`src/rtl/uart_tx_arbiter.sv`:
```
// Round-robin, packet-granular arbiter sharing one 8/N/1 UART transmitter between
// NUM_REQ byte-stream requesters, with optional channel tag byte and stall timeout.
module uart_tx_arbiter #(
    parameter int unsigned NUM_REQ     = 4,
    parameter int unsigned TAG_EN      = 1,
    parameter logic [7:0]  TAG_BASE    = 8'hF0,
    parameter int unsigned STALL_LIMIT = 1024
) (
    input  logic                       i_clk,
    input  logic                       i_rst,
    input  logic [NUM_REQ-1:0]         i_req_valid,
    input  logic [8*NUM_REQ-1:0]       i_req_data,
    input  logic [NUM_REQ-1:0]         i_req_last,
    output logic [NUM_REQ-1:0]         o_req_ready,
    output logic                       o_tx_valid,
    output logic [7:0]                 o_tx_data,
    input  logic                       i_tx_ready,
    output logic [$clog2(NUM_REQ)-1:0] o_grant,
    output logic                       o_busy,
    output logic                       o_abort
);

    localparam int unsigned GW       = $clog2(NUM_REQ);
    localparam int unsigned CW       = (STALL_LIMIT == 0) ? 1 : $clog2(STALL_LIMIT + 1);
    localparam bit          STALL_EN = (STALL_LIMIT != 0);
    localparam logic [CW-1:0] CNT_MAX  = '1;
    localparam logic [CW-1:0] CNT_FIRE = (STALL_LIMIT == 0) ? '0 : CW'(STALL_LIMIT - 1);

    typedef enum logic [1:0] {
        S_IDLE,
        S_TAG,
        S_DATA
    } state_e;

    state_e          state_q;
    logic [GW-1:0]   grant_q;
    logic [GW-1:0]   last_grant_q;
    logic [CW-1:0]   stall_cnt_q;
    logic            abort_q;

    logic [GW-1:0]   grant_d;
    logic [GW-1:0]   arb_cand;
    logic            arb_found;
    logic            gnt_valid;
    logic            gnt_last;
    logic            tx_hs;

    assign gnt_valid = i_req_valid[grant_q];
    assign gnt_last  = i_req_last[grant_q];
    assign tx_hs     = o_tx_valid && i_tx_ready;

    // First valid requester scanning upward from last_grant+1, with wrap.
    always_comb begin
        arb_found = 1'b0;
        grant_d   = '0;
        arb_cand  = '0;
        for (int unsigned i = 1; i <= NUM_REQ; i++) begin
            arb_cand = GW'((32'(last_grant_q) + i) % NUM_REQ);
            if (!arb_found && i_req_valid[arb_cand]) begin
                arb_found = 1'b1;
                grant_d   = arb_cand;
            end
        end
    end

    always_ff @(posedge i_clk) begin
        if (i_rst) begin
            state_q      <= S_IDLE;
            grant_q      <= '0;
            last_grant_q <= GW'(NUM_REQ - 1);
            stall_cnt_q  <= '0;
            abort_q      <= 1'b0;
        end else begin
            abort_q <= 1'b0;
            case (state_q)
                S_IDLE: begin
                    if (arb_found) begin
                        grant_q      <= grant_d;
                        last_grant_q <= grant_d;
                        stall_cnt_q  <= '0;
                        state_q      <= (TAG_EN != 0) ? S_TAG : S_DATA;
                    end
                end
                S_TAG: begin
                    if (i_tx_ready) begin
                        stall_cnt_q <= '0;
                        state_q     <= S_DATA;
                    end
                end
                S_DATA: begin
                    // A last-byte handshake wins over a coincident stall expiry.
                    if (tx_hs && gnt_last) begin
                        state_q <= S_IDLE;
                    end else if (STALL_EN && !gnt_valid && (stall_cnt_q == CNT_FIRE)) begin
                        state_q <= S_IDLE;
                        abort_q <= 1'b1;
                    end
                    if (gnt_valid || !STALL_EN) begin
                        stall_cnt_q <= '0;
                    end else if (stall_cnt_q != CNT_MAX) begin
                        stall_cnt_q <= stall_cnt_q + CW'(1);
                    end
                end
                default: state_q <= S_IDLE;
            endcase
        end
    end

    // Transmit path is combinational; the requester holds its byte until accepted.
    always_comb begin
        o_tx_valid  = 1'b0;
        o_tx_data   = '0;
        o_req_ready = '0;
        case (state_q)
            S_TAG: begin
                o_tx_valid = 1'b1;
                o_tx_data  = TAG_BASE | 8'(grant_q);
            end
            S_DATA: begin
                o_tx_valid           = gnt_valid;
                o_tx_data            = i_req_data[32'(grant_q)*8 +: 8];
                o_req_ready[grant_q] = i_tx_ready;
            end
            default: ;
        endcase
    end

    assign o_grant = grant_q;
    assign o_busy  = (state_q != S_IDLE);
    assign o_abort = abort_q;

endmodule

```
`config.mk`:
```
export PLATFORM = sky130hd
export DESIGN_NAME = uart_tx_arbiter
export DESIGN_NICKNAME = d
export VERILOG_FILES = /design/src/rtl/uart_tx_arbiter.sv
export SDC_FILE = /design/constraint.sdc
export NUM_CORES = 1
export LEC_CHECK = 0
export CAP_MARGIN = 20
export CORE_UTILIZATION = 45
export DETAILED_ROUTE_END_ITERATION = 8
export GPL_TIMING_DRIVEN = 0
export HOLD_SLACK_MARGIN = 0.05
export MAX_ROUTING_LAYER = met4
export PLACE_DENSITY = 0.84
export SKIP_CTS_REPAIR_TIMING = 1
export SYNTH_ARGS = -nofsm -noshare
export SYNTH_HDL_FRONTEND = slang
export SYNTH_SLANG_ARGS = --single-unit
```
`constraint.sdc`:
```
create_clock -name i_clk -period 2.5 [get_ports i_clk]
set_input_delay 0.375 -clock i_clk [delete_from_list [all_inputs] [get_ports i_clk]]
set_output_delay 0.375 -clock i_clk [all_outputs]
set_load 0.1 [all_outputs]
```
# Word-level counts from Yosys, hierarchy flattened
# Cells that the tools add are included.
[word_totals]
ff_bits = 18
input_bits = 43
[classes]
addsub = 5
n_reduce_logical = 18
n_bitwise = 2
shifts = 1
n_mux = 36
n_eq_ne = 8
order_cmp = 6
[op_table]
columns = ["cell", "count"]
rows = [
  ["11-bit 2-to-1 mux", 4],
  ["11-bit one-hot mux with 3 select lines", 1],
  ["32-bit by 6-bit variable part select with 8-bit output", 1],
  ["2-bit 2-to-1 mux", 8],
  ["8-bit one-hot mux with 2 select lines", 1],
  ["2-bit by 3-bit < comparator with 1-bit output (second input constant)", 5],
  ["1-bit binary-select mux with 2-bit select", 6],
  ["1-bit 2-to-1 mux", 12],
  ["11-bit by 1-bit adder with 11-bit output (second input constant)", 1],
  ["11-bit by 10-bit equality test with 1-bit output (second input constant)", 1],
  ["11-bit inequality test (second input constant)", 1],
  ["1-bit logical AND", 7],
  ["3-bit inequality test (second input constant)", 2],
  ["2-bit one-hot mux with 3 select lines", 1],
  ["2-bit by 1-bit adder with 2-bit output (second input constant)", 2],
  ["2-bit adder (second input constant)", 2],
  ["4-bit bitwise AND", 1],
  ["1-bit logical NOT", 4],
  ["4-bit 2-to-1 mux", 1],
  ["2-bit inequality test (second input constant)", 2],
  ["4-bit AND reduction", 1],
  ["3-bit AND reduction", 1],
  ["3-bit nonzero test", 1],
  ["3-bit OR reduction", 1],
  ["9 further kinds", 9],
]

# Logic depth before layout (Yosys ltp)
# Gate-level depths: netlist of run 1.
[depth]
depth_word = 15
ltp_mapped = 8
mapped_depth_nobuf = 6

# Worst setup path before layout of run 1
# No wires, ideal clock.
[synth_path]
path_type = "register -> output"
startpoint = "register grant_q[1], in the netlist o_grant[1]"
endpoint = "output port o_req_ready[2]"
setup_slack_ns = -1.446
arrival_time_ns = 3.571
path_buffers = 1
stages_incl_launch_ff = 4
cell_sequence = "dfxtp_1 -> clkbuf_1 -> inv_1 -> nor3_1"
[synth_between]
elab_chain_len = 6
word_cells_on_any_way = 7
cone_classes = "order compare (2); mux (3); bitwise (1); reduce/logical (1)"
[synth_lines]
columns = ["item", "line", "rtl"]
rows = [
  ["start, declared", "36", "logic [GW-1:0] grant_q;"],
  ["start signal, assigned", "78", "grant_q <= grant_d;"],
  ["2-bit by 3-bit < comparator with 1-bit output (implied by the code) or 2-bit by 1-bit greater-or-equal comparator with 1-bit output (tied branches)", "122", "o_req_ready[grant_q] = i_tx_ready;"],
  ["1-bit logical AND (implied by the code)", "122", ""],
  ["1-bit 2-to-1 mux (implied by the code)", "122", ""],
  ["1-bit demux with 2-bit select *", "122", ""],
  ["4-bit bitwise AND (no source line) *", "--", ""],
  ["4-bit 2-to-1 mux *", "114", "case (state_q)"],
  ["end, declared", "14", "output logic [NUM_REQ-1:0] o_req_ready,"],
]
# Mark *: on every way between the ends. The rest lies on a longest branch, timed or not.

# Worst setup path in the final report of run 1
[layout_path]
startpoint = "register grant_q[0], in the netlist o_grant[0]"
endpoint = "output port o_tx_data[1]"
[layout_between]
elab_chain_len = 2
[layout_lines]
columns = ["item", "line", "rtl"]
rows = [
  ["32-bit by 6-bit variable part select with 8-bit output", "121", "o_tx_data = i_req_data[32'(grant_q)*8 +: 8];"],
  ["8-bit one-hot mux with 2 select lines", "114", ""],
  ["end, declared", "16", "output logic [7:0] o_tx_data,"],
]
# No other way between the ends.

==> metrics.csv, run 1 <==
metric;value;unit
top_usage_layer;met2;
yosys_warnings;0;
vias;1834;
clkSlewWorstSetupHoldPaths;0.11;ns
synthTopCellsByArea;dfxtp_1 22%, mux4_2 9.7%, a21oi_1 5.2%;
syn_to_final_growth;45.22;%
start_util;0.4791;
async_flop_share;0;
tightest_slew;0.9883;ns
r2r_setup_slack;0.09;ns
switching_power;0.001201;W
clockBufferDepth;2;
intPower;0.0009609;W
hold_ws;0.5051;ns
final_max_slew_viol_count;0;
max_cap_violations;0;
worstRegToRegCells;7;
gr-usage-met3;0.04348;
slew_headroom;0.3390;
drc;0;
fin_crit_sh;0.9797;
fin_skew;0.007024;ns
hold_violations;0;
wirelength;4887;um
num_rows;21;
io_buffers;58;
synth-edff-count;0;
path_cells;buf_6 -> buf_4 -> mux4_2 -> a22oi_1 -> nor2b_4 -> buf_4;
antenna_cells;0;
crit_required;2.12;ns
status;complete, no violations;
start_kind;register;
grt_pass1_wl;7783;um
core_area;0.003390;mm^2
die_y;62.08;um
path_max_fanout;10;
cts_inserted_buffers;3;
yosys.area.top_type;dfxtp_1;
fin_nets;309;
grt_max_degree;11;
path_class;register to output port;
place_hpwl;3766;um
p_leak;0.8412;nW
pwr-share-clk;0.086;
final_common_cell;clkdlybuf4s50_1;
synth-main-ff-cell;dfxtp_1;
dr.pass1.iters;4;
gp_congestion;0.8787;
crit_buf_inv;3;
htree_levels;1;
min_to;stall_cnt_q[6];
drt_iter0_markers;133;
hold_depth;2;
fin_ws;0.05075;ns
finalCriticalPeriod;2.449;ns
finalSetupViolCount;0;
rr_startpoint;state_q[1];
detail_route.wl_per_cell;16.02;um
final_cell_mix;44 x clkdlybuf4s50_1, 16 x a21oi_1, 16 x dfxtp_1;
cpPeakStageDelay;0.52;ns
syn_inst;195;
hp-start;stall_cnt_q[6];
fmax;408.3;MHz
reg2reg_to;stall_cnt_q[3];
cts_tree;built;
p_sw_frac;0.5555;
ir_drop;0.0004705;V
synth_cell_types;45;
yosysSeqAreaShare;0.2219;
cp_top_family;buffers and inverters;
cp-end-kind;output port;
rsz0062_at_grt;true;
vias_per_cell;6.013;
crit_arrival;2.07;ns
grt_antenna_before_repair;0;
cts-root-buf;clkbuf_4;
die-area;0.003853;mm^2
syn_avg_cell_area;8.329;um^2
clock-sinks;18;
gr-total-overflow;0;
syn_area;0.001624;mm^2
yosysTopAreaCellShare;0.2219;
met1_usage;0.3608;
pre_cts_ws;-0.6411;ns
fp.dieW;62.08;um
cellPowerDensity;916.5;mW/mm^2
grt_pass1_vias;1698;
cp_common_cell;buf_4;
drtAntennaViolNets;0;
syn_nets;244;
grt_util_met2;0.4544;
fill_cells;287;
min_path_type;register to register;
seq_power_share;0.184;
clk_latency;0.30;ns
pin_count;60;
grtUsageTotal;0.2814;
drive_gt1_frac;0.2278;
comb_power_share;0.730;
slowest_stage;mux4_2;
ys_ff_latch;18;
-- stage by stage --
| step | std cells | power (W) | setup TNS (ns) | utilization | area [um^2] |
|---|---|---|---|---|---|
| floorplan | 195 | 0.001601 | -0.1970 | - | 1694 |
| global placement | 299 | 0.001947 | -7.780 | 0.6881 | 2332 |
| detailed placement | 299 | 0.001967 | -8.343 | 0.6881 | 2332 |
| CTS | 303 | 0.002156 | -11.18 | 0.6988 | 2369 |
| global route | 305 | 0.002291 | -0.1250 | 0.6958 | 2359 |
| finish | 305 | 0.002161 | 0 | 0.6958 | 2359 |
-- power groups by stage --
stage	sequential, W	combinational, W	clock, W
global route	0.000407	0.00168	0.000208
floorplan	0.000493	0.00111	0
global placement	0.000400	0.00155	0
CTS	0.000398	0.00157	0.000193
detailed placement	0.000405	0.00156	0
finish	0.000399	0.00158	0.000186
-- tightest hold or removal path, cell delays in order, from the launching register on --
cell and delay (ns):
dfxtp_1 0.36, inv_1 0.06, a211oi_1 0.05
-- cell type report --
type                       instances  area, um^2  area share
clock buffer                       4       36.28     0.01538
multi-input combinational        155        1252      0.5310
timing repair buffer              61       553.0      0.2345
tap                               46       57.56     0.02440
inverter                          11       41.29     0.01751
buffer                            10       55.05     0.02334
sequential                        18       362.8      0.1538
-- layer usage --
| layer | vias to the layer above | wire (um) |
|---|---|---|
| met2 | 56 | 2400 |
| li1 | 898 | - |
| met4 | 0 | 96 |
| met5 | - | 0 |
| met3 | 10 | 227 |
| met1 | 870 | 2164 |
-- synthesized netlist by cell type (all sizes together), types with 2 or more instances --
cell type  count
o22ai          2
nand2b         4
nand4          7
and4           3
ha             6
nand3         13
or4            4
o211ai         2
nor2b          9
nor4           4
a211o          2
a31oi          2
a211oi         3
o2111ai        3
and3           4
or2            2
o311ai         4
nor3           7
o32ai          2
inv           11
nor2           9
a21oi         17
a22oi          4
dfxtp         18
nand2         11
a2111oi        2
o21ai          9
clkbuf         9
buf            2
mux4          10
-- registers in the layout, summed over array words and instances (netlist names) --
register / cells
stall_cnt_q: 11
last_grant_q: 2
o_grant: 2
state_q: 2
o_abort: 1
-- worst max-delay path by stage --
stage	to	startpoint	cells after the start	slack (ns)
after floorplan	o_req_ready[0]	state_q[0]	5	-0.18
after detailed placement	o_tx_valid	i_req_valid[1]	5	-0.64
after global placement	o_tx_valid	i_req_valid[0]	5	-0.62
final	o_tx_data[1]	o_grant[0]	6	0.05
after global routing	o_tx_data[1]	o_grant[0]	6	-0.04
after CTS	o_req_ready[3]	state_q[0]	6	-0.98
-- cells by family after synthesis --
logic type / count (synthesis) / synth area share
fa+ha+maj: 6 / 0.04622
compound gates: 56 / 0.2358
buf+inv: 22 / 0.05778
mux: 10 / 0.1456
simple gates: 83 / 0.2928
flops: 18 / 0.2219
Power figures use the tool's default switching activity.
==> inputs of run 2 (changes only) <==
--- a/config.mk
+++ b/config.mk
@@ -12,6 +12,7 @@
 export HOLD_SLACK_MARGIN = 0.05
 export MAX_ROUTING_LAYER = met4
 export PLACE_DENSITY = 0.84
+export SETUP_SLACK_MARGIN = 0.3
 export SKIP_CTS_REPAIR_TIMING = 1
 export SYNTH_ARGS = -nofsm -noshare
 export SYNTH_HDL_FRONTEND = slang
==> constraint.sdc (replaced) <==
create_clock -name i_clk -period 2.7 [get_ports i_clk]
set_input_delay 0.405 -clock i_clk [delete_from_list [all_inputs] [get_ports i_clk]]
set_output_delay 0.405 -clock i_clk [all_outputs]
set_load 0.1 [all_outputs]
==> metrics.csv, run 2 (same netlist as run 1, synthesis figures left out) <==
metric;value;unit
pre_cts_ws;-0.4704;ns
fp.dieW;62.08;um
drc;0;
crit_required;2.30;ns
io_buffers;58;
fin_skew;0.01141;ns
fin_nets;309;
num_rows;21;
vias_per_cell;6.164;
finalCriticalPeriod;2.328;ns
clockBufferDepth;2;
met1_usage;0.3611;
hold_violations;0;
final_cell_mix;40 x clkdlybuf4s50_1, 16 x a21oi_1, 16 x dfxtp_1;
tightest_slew;0.9891;ns
fin_ws;0.3722;ns
crit_arrival;1.92;ns
comb_power_share;0.744;
htree_levels;1;
gr-usage-met3;0.03934;
min_path_type;register to register;
status;complete, no violations;
path_max_fanout;10;
final_core_util;0.7106;
switching_power;0.001119;W
wirelength;4932;um
die-area;0.003853;mm^2
grt_antenna_before_repair;0;
drt_iter0_markers;189;
fin_crit_sh;0.8622;
slew_headroom;0.3385;
drive_gt1_frac;0.2278;
largest_reg_flops;11;
hold_ws;0.5088;ns
max_cap_violations;0;
die_y;62.08;um
gr-total-overflow;0;
final_max_slew_viol_count;0;
clkSlewWorstSetupHoldPaths;0.11;ns
cts-root-buf;clkbuf_4;
pin_count;60;
drtAntennaViolNets;0;
rsz0062_at_grt;true;
min_to;stall_cnt_q[6];
p_leak;0.8857;nW
core_area;0.003390;mm^2
antenna_cells;0;
top_usage_layer;met2;
clk_latency;0.30;ns
grt_pass1_vias;1566;
grt_util_met2;0.4240;
largest_register;stall_cnt_q;
start_kind;register;
grtUsageTotal;0.2705;
cts_inserted_buffers;3;
start_util;0.4791;
ir_drop;0.0007945;V
pwr-share-clk;0.071;
fmax;429.6;MHz
worstRegToRegCells;7;
hold_depth;2;
grt_max_degree;11;
reg2reg_to;stall_cnt_q[3];
path_class;register to output port;
cp-end-kind;output port;
finalSetupViolCount;0;
p_sw_frac;0.5557;
dr.pass1.iters;4;
gp_congestion;0.8769;
grt_pass1_wl;7555;um
vias;1880;
place_hpwl;3682;um
intPower;0.0008944;W
seq_power_share;0.184;
rr_startpoint;state_q[1];
final_common_cell;clkdlybuf4s50_1;
syn_to_final_growth;48.31;%
r2r_setup_slack;0.46;ns
hp-start;stall_cnt_q[6];
cellPowerDensity;835.8;mW/mm^2
clock-sinks;18;
cts_tree;built;
detail_route.wl_per_cell;16.17;um
run 2: cell count changes in the layout (fill, tap and decap cells not counted), moves of 2 or more:
cell | before | now
dfxtp_4 | 0 | 2
dfxtp_2 | 2 | 0
clkdlybuf4s50_1 | 44 | 40
buf_4 | 7 | 5
dlymetal6s2s_1 | 0 | 4
clkbuf_4 | 9 | 7
buf_2 | 3 | 1
buf_6 | 1 | 8
run 2: worst max path at each step:
stage,startpoint,endpoint,slack [ns],depth (start not counted)
after floorplan,state_q[0],o_req_ready[0],-0.01,5
after global placement,i_req_valid[0],o_tx_valid,-0.46,5
after detailed placement,i_req_valid[0],o_tx_valid,-0.47,5
after CTS,state_q[0],o_req_ready[1],-0.81,6
after global routing,state_q[0],o_req_ready[1],0.24,6
final,o_grant[0],o_tx_data[7],0.37,6
run 2: critical path: stages (launching register included):
cell     delay, ns
dfxtp_4       0.36
buf_6         0.13
buf_8         0.16
mux4_2        0.52
a21oi_2       0.20
nor2b_4       0.06
buf_6         0.18
run 2: routing by layer:
metal | vias up | wire length [um]
met4 | 0 | 123
met1 | 893 | 2078
li1 | 901 | -
met5 | - | 0
met3 | 17 | 238
met2 | 69 | 2492
run 2: final cells by class:
class	count	area (um^2)
buffer	11	71.32
inverter	11	41.29
multi-input combinational	155	1252
clock buffer	3	22.52
timing repair buffer	60	591.8
tap	46	57.56
clock inverter	1	3.754
fill	260	980.9
sequential	18	367.9
run 2: power groups by stage:
stage / combinational [W] / sequential [W] / clock (W)
after floorplan: 0.00103 / 0.000462 / 0
final: 0.00150 / 0.000371 / 0.000143
after global placement: 0.00143 / 0.000374 / 0
after detailed placement: 0.00144 / 0.000377 / 0
after CTS: 0.00145 / 0.000370 / 0.000146
after global routing: 0.00159 / 0.000380 / 0.000160
run 2: stage by stage:
stage / instance area, um^2 / setup TNS (ns) / cells / total power (W)
3_3_place_gp: 2337 / -4.139 / 299 / 0.001806
6_report: 2409 / 0 / 305 / 0.002013
2_1_floorplan: 1699 / -0.01413 / 195 / 0.001488
3_5_place_dp: 2337 / -4.551 / 299 / 0.001817
5_1_grt: 2409 / 0 / 305 / 0.002129
4_1_cts: 2364 / -8.547 / 303 / 0.001962
